`src/rtl/fpu_pkg.sv`:
```
// Shared FPU types and constants.
// Result entry layout, opcodes and collector states.
package fpu_pkg;

  localparam int DATA_WIDTH_DEF = 32;
  localparam int OP_WIDTH_DEF   = 2;

  localparam logic [1:0] OP_ADD = 2'b00;
  localparam logic [1:0] OP_SUB = 2'b01;
  localparam logic [1:0] OP_MUL = 2'b10;
  localparam logic [1:0] OP_DIV = 2'b11;

  localparam logic [31:0] QNAN = 32'h7FC0_0000;

  typedef enum logic {
    IDLE = 1'b0,
    WAIT = 1'b1
  } state_t;

  typedef struct packed {
    logic [DATA_WIDTH_DEF-1:0] data;
    logic [OP_WIDTH_DEF-1:0]   opcode;
    logic                      exc;
    logic                      timeout;
  } res_entry_t;

endpackage

```
`src/rtl/fpu_result_fifo.sv`:
```
// Small synchronous result FIFO.
// Power-of-two depth, pointers wrap naturally.
module fpu_result_fifo #(
  parameter  int WIDTH = 36,
  parameter  int DEPTH = 2,
  localparam int AW    = $clog2(DEPTH),
  localparam int CW    = AW + 1
) (
  input  logic             clk,
  input  logic             rst_n,
  input  logic             i_push,
  input  logic [WIDTH-1:0] i_wdata,
  input  logic             i_pop,
  output logic [WIDTH-1:0] o_rdata,
  output logic [CW-1:0]    o_count
);

  localparam logic [CW-1:0] FULL = CW'(DEPTH);

  logic [WIDTH-1:0] r_mem [DEPTH];
  logic [AW-1:0]    r_wptr;
  logic [AW-1:0]    r_rptr;
  logic [CW-1:0]    r_count;
  logic             w_pop;

  assign w_pop   = i_pop && (r_count != '0);
  assign o_rdata = r_mem[r_rptr];
  assign o_count = r_count;

  // Storage write; contents need no reset, count gates validity.
  always_ff @(posedge clk) begin
    if (i_push) r_mem[r_wptr] <= i_wdata;
  end

  // Pointer and occupancy bookkeeping.
  always_ff @(posedge clk or negedge rst_n) begin
    if (!rst_n) begin
      r_wptr  <= '0;
      r_rptr  <= '0;
      r_count <= '0;
    end else begin
      if (i_push) r_wptr <= r_wptr + 1'b1;
      if (w_pop)  r_rptr <= r_rptr + 1'b1;
      unique case ({i_push, w_pop})
        2'b10:   r_count <= r_count + 1'b1;
        2'b01:   r_count <= r_count - 1'b1;
        default: r_count <= r_count;
      endcase
    end
  end

  // Issue gating guarantees a push always finds a free slot.
  a_no_overflow: assert property (
    @(posedge clk) disable iff (!rst_n)
    i_push |-> (r_count != FULL)
  );

endmodule

```
`src/rtl/fpu_result_collector.sv`:
```
// FPU result collector: exception bypass or unit wait
// with timeout, results queued and offered valid/ready.
module fpu_result_collector
  import fpu_pkg::*;
#(
  parameter int DATA_WIDTH = DATA_WIDTH_DEF,
  parameter int OP_WIDTH   = OP_WIDTH_DEF,
  parameter int TIMEOUT    = 16,
  parameter int FIFO_DEPTH = 2
) (
  input  logic                  clk,
  input  logic                  rst_n,
  input  logic                  issue_valid,
  output logic                  issue_ready,
  input  logic [OP_WIDTH-1:0]   opcode,
  input  logic                  exc_sel,
  input  logic [DATA_WIDTH-1:0] exc_out,
  input  logic                  unit_done,
  input  logic [DATA_WIDTH-1:0] unit_result,
  output logic                  res_valid,
  input  logic                  res_ready,
  output logic [DATA_WIDTH-1:0] res_data,
  output logic [OP_WIDTH-1:0]   res_opcode,
  output logic                  res_exc,
  output logic                  res_timeout,
  output logic                  busy
);

  localparam int EW = DATA_WIDTH + OP_WIDTH + 2;
  localparam int TW = $clog2(TIMEOUT);
  localparam int CW = $clog2(FIFO_DEPTH) + 1;

  localparam logic [TW-1:0] TERM = TW'(TIMEOUT - 1);
  localparam logic [CW-1:0] FULL = CW'(FIFO_DEPTH);
  localparam logic [DATA_WIDTH-1:0] NAN_W = DATA_WIDTH'(QNAN);

  state_t              r_state;
  logic [TW-1:0]       r_cnt;
  logic [OP_WIDTH-1:0] r_op;

  logic [CW-1:0] w_count;
  logic          w_valid;
  logic          w_issue;
  logic          w_term;
  logic          w_push;
  logic          w_pop;
  logic [EW-1:0] w_wdata;
  logic [EW-1:0] w_rdata;

  assign issue_ready = rst_n && (r_state == IDLE) && (w_count < FULL);
  assign w_issue     = issue_valid && issue_ready;
  assign w_term      = (r_cnt == TERM);
  assign w_valid     = (w_count != '0);
  assign w_pop       = w_valid && res_ready;
  assign busy        = (r_state == WAIT);

  // Select what, if anything, enters the FIFO this cycle.
  always_comb begin
    w_push  = 1'b0;
    w_wdata = '0;
    unique case (r_state)
      IDLE: begin
        if (w_issue && exc_sel) begin
          w_push  = 1'b1;
          w_wdata = {exc_out, opcode, 1'b1, 1'b0};
        end
      end
      WAIT: begin
        if (unit_done) begin
          w_push  = 1'b1;
          w_wdata = {unit_result, r_op, 1'b0, 1'b0};
        end else if (w_term) begin
          w_push  = 1'b1;
          w_wdata = {NAN_W, r_op, 1'b0, 1'b1};
        end
      end
      default: ;
    endcase
  end

  // Issue/wait FSM with timeout counter and latched opcode.
  always_ff @(posedge clk or negedge rst_n) begin
    if (!rst_n) begin
      r_state <= IDLE;
      r_cnt   <= '0;
      r_op    <= '0;
    end else begin
      unique case (r_state)
        IDLE: begin
          if (w_issue && !exc_sel) begin
            r_state <= WAIT;
            r_cnt   <= '0;
            r_op    <= opcode;
          end
        end
        WAIT: begin
          if (unit_done || w_term) begin
            r_state <= IDLE;
            r_cnt   <= '0;
          end else begin
            r_cnt <= r_cnt + 1'b1;
          end
        end
        default: r_state <= IDLE;
      endcase
    end
  end

  fpu_result_fifo #(
    .WIDTH (EW),
    .DEPTH (FIFO_DEPTH)
  ) u_fifo (
    .clk     (clk),
    .rst_n   (rst_n),
    .i_push  (w_push),
    .i_wdata (w_wdata),
    .i_pop   (w_pop),
    .o_rdata (w_rdata),
    .o_count (w_count)
  );

  assign res_valid   = w_valid;
  assign res_data    = w_valid ? w_rdata[EW-1 -: DATA_WIDTH] : '0;
  assign res_opcode  = w_valid ? w_rdata[2 +: OP_WIDTH] : '0;
  assign res_exc     = w_valid && w_rdata[1];
  assign res_timeout = w_valid && w_rdata[0];

endmodule

```
`config.mk`:
```
export PLATFORM = sky130hd
export DESIGN_NAME = fpu_result_collector
export DESIGN_NICKNAME = d
export VERILOG_FILES = /design/src/rtl/fpu_pkg.sv /design/src/rtl/fpu_result_fifo.sv /design/src/rtl/fpu_result_collector.sv
export SDC_FILE = /design/constraint.sdc
export NUM_CORES = 1
export LEC_CHECK = 0
export ABC_AREA = 1
export CORE_ASPECT_RATIO = 0.7
export CORE_MARGIN = 2
export CORE_UTILIZATION = 40
export CTS_BUF_LIST = sky130_fd_sc_hd__clkbuf_2 sky130_fd_sc_hd__clkbuf_4 sky130_fd_sc_hd__clkbuf_8
export CTS_CLUSTER_SIZE = 40
export DETAILED_ROUTE_END_ITERATION = 8
export HOLD_SLACK_MARGIN = 0.15
export PLACE_DENSITY = 0.69
export SLEW_MARGIN = 10
export SYNTH_ARGS = -nofsm -noshare
export SYNTH_HDL_FRONTEND = slang
export SYNTH_SLANG_ARGS = --single-unit
```
`constraint.sdc`:
```
create_clock -name clk -period 4.5 [get_ports clk]
set_input_delay 0.675 -clock clk [delete_from_list [all_inputs] [get_ports clk]]
set_output_delay 0.675 -clock clk [all_outputs]
set_load 0.03 [all_outputs]
```
==> impl_metrics.tcl <==
set metrics [dict create \
    synthAdderAreaFrac_pct 0.663 \
    post_cts_buffers 0 \
    critPathMaxFanout 38 \
    start_util_pct 41.5 \
    finalWorstSetupSlack_ns 0.780 \
    syn-num-nets 448 \
    drive_above_1_share_pct 8.23 \
    drt-total-wl_microns 8660 \
    grt_overflow 0 \
    grt_pass1_vias 2763 \
    num_vias 2836 \
    drt-wirelength-per-cell_microns 14.2 \
    fin_hold_ws_ns 0.493 \
    cp.required_ns 3.83 \
    startpoint_type "flip-flop" \
    design.core.area_sq_mm 0.00911 \
    slew_viol_final 0 \
    fin_util_pct 56.7 \
    ys_seq_area_share_pct 64.5 \
    ys_types 25 \
    netlist_instances 374 \
    p_leak_uw 0.00209 \
    fillers 763 \
    status "completed" \
    vdd_drop_max_mv 0.251 \
    yosysWarnings 0 \
    synth_top_family_by_area "simple AND/OR/NAND/NOR gates" \
    hold_viol 0 \
    area.growth.synth_to_final_pct 36.8 \
    dp_slack_ns 1.12 \
    fp-row-count 29 \
    worst_slew_pin_slew_ns 1.08 \
    drt_iter0_drc 267 \
    postCtsHoldBufs 0 \
    antenna_left 0 \
    finalSetupTns_ns 0 \
    yosys.area.top_type "edfxtp_1" \
    cts_tree "yes" \
    grt_util_all_layers_pct 17.2 \
    end_kind "output port" \
    pwr_density_cell_mw_per_mm2 542 \
    antenna_found_initial 0 \
    die_width_microns 120 \
    clock-skew-final_ns 0.0104 \
    clk_pin_slew_ns 0.08 \
    fin_nets 555 \
    cts_resized 0 \
    worstHoldPathType "flip-flop to flip-flop" \
    avgSynthCellArea_sq_um 10.1 \
    cts_buffers 9 \
    synth-edff-count 72 \
    synth_compound_area_share_pct 6.89 \
    first_pass_iters 5 \
    drc_errors 0 \
    grt_pass1_wl_microns 13500 \
    fin_crit_ns 3.72 \
    synth_top_area_share_pct 57.3 \
    grt_setup_unrepaired "no" \
    cp.arrival_ns 3.04 \
    synthXorXnorAreaFrac_pct 0.696 \
    synth.top_cells.by_count "nand2_1 (166), edfxtp_1 (72), a21oi_1 (47)" \
    diodes 0 \
    post-route-period-util_pct 82.7 \
    synthSimpleGateAreaFrac_pct 22.1 \
    clockBufferDepth 2 \
    slew_headroom_pct 27.6 \
    cts_root_buffer "clkbuf_8" \
    yosys_most_used_dff "edfxtp_1" \
    syn-cell-area_sq_mm 0.00378 \
    async_reset_ff_share_pct 13.3 \
    viasPerCell 4.65 \
    crit_type "flip-flop to output port" \
    port_buffers 110 \
    ioPinCount 111 \
    synthTopCellsByArea "edfxtp_1 (57%), nand2_1 (17%), dfrtp_1 (7.3%), a21oi_1 (6.2%), nand2_2 (2.0%)" \
    yosysMostFrequentCell "nand2_1" \
    synthMuxAreaShare_pct 0 \
    fp.dieH_microns 85.3 \
    die_area_sq_mm 0.0102 \
    timing.fmax_mhz 269 \
    cts.htree.levels 3 \
    synth_seq_cells 83 \
    clkSinkCount 83 \
    drv_cap 0 \
    place_hpwl_microns 5760 \
    setup_violations 0 \
    place.gp.congestion 0.756 \
    clkLatencyLatePin_ns 0.34 \
    grt_start_max_net_pins 39 \
]
-- through the flow --
step                      instances  power [uW]  area [sq um]
after detailed placement        594        2260          4950
after global placement          594        2250          4950
after floorplan                 374        1750          3780
final                           610        2800          5170
after CTS                       610        2830          5170
after global routing            610        2950          5170
-- worst max-delay path, stage by stage, from the launching register on --
cell and delay [ns]:
dfrtp_1 0.33, buf_4 0.36, clkinv_1 0.95, nand2_1 0.28
a21oi_1 0.12, clkdlybuf4s50_1 0.65
-- final cells by class --
class | instances | area (sq um) | share of cell area, %
inverter | 17 | 66.3 | 1.28
tap | 124 | 155 | 3.00
sequential | 83 | 2440 | 47.2
multi-input combinational | 256 | 1160 | 22.5
clock buffer | 11 | 139 | 2.69
timing repair buffer | 114 | 1130 | 21.9
clock inverter | 5 | 77.6 | 1.50
-- cells by family after synthesis --
group / after synthesis
simple gates: 199
flops: 83
xor+xnor: 3
buf+inv: 35
compound gates: 52
fa+ha+maj: 2
-- where the power goes --
group	leakage [uW]	switching, uW	internal [uW]
sequential	0.000843	49.0	940
combinational	0.00114	788	459
clock	0.000112	239	323
total	0.00209	1080	1720
-- cells in the final DEF (no fill, tap or decap) --
cell type,count
clkinv_4,1
or2_2,2
nand4_1,1
clkinv_2,1
xnor2_1,1
nand2_2,12
dfrtp_1,11
nand2_1,166
inv_1,15
nand4_2,1
nand3_1,10
clkbuf_8,9
bufinv_16,2
clkbuf_4,2
ha_1,2
clkdlybuf4s50_1,110
clkinv_1,2
a21oi_1,47
nor2_4,3
inv_4,1
nand4_4,1
o21ai_0,5
nor2_2,1
buf_4,4
edfxtp_1,72
xor2_1,2
nor2_1,2
-- state kept, by name, summed over array words and instances (netlist names) --
signal and flops:
busy 1, u_fifo.r_mem 72, u_fifo.r_wptr 1, r_op 2, r_cnt 4, u_fifo.r_rptr 1, u_fifo.o_count 2
-- metal layers --
layer / wire length, microns / up-vias / share of wire, % / track usage [%]
met5: 0 / - / 0 / 0
met4: 34 / 0 / 0.39 / 3.32
met3: 705 / 2 / 8.1 / 4.97
met2: 3940 / 105 / 46 / 28.1
met1: 3980 / 1278 / 46 / 23.0
li1: - / 1451 / - / -
-- path summary, 6_finish.rpt --
kind | startpoint | end | slack, ns | depth (start not counted)
setup / recovery | u_fifo.r_rptr | res_opcode[1] | 0.78 | 5
hold / removal | r_op[1] | r_op[1] | 0.49 | 2
max in group asynchronous | rst_n | r_op[0] | 3.65 | 2
min in group asynchronous | rst_n | busy | 0.65 | 2
setup reg to reg | r_cnt[0] | u_fifo.r_mem[1][29] | 2.13 | 8
hold reg to reg | r_op[1] | r_op[1] | 0.49 | 2
Power figures use the tool's default switching activity.
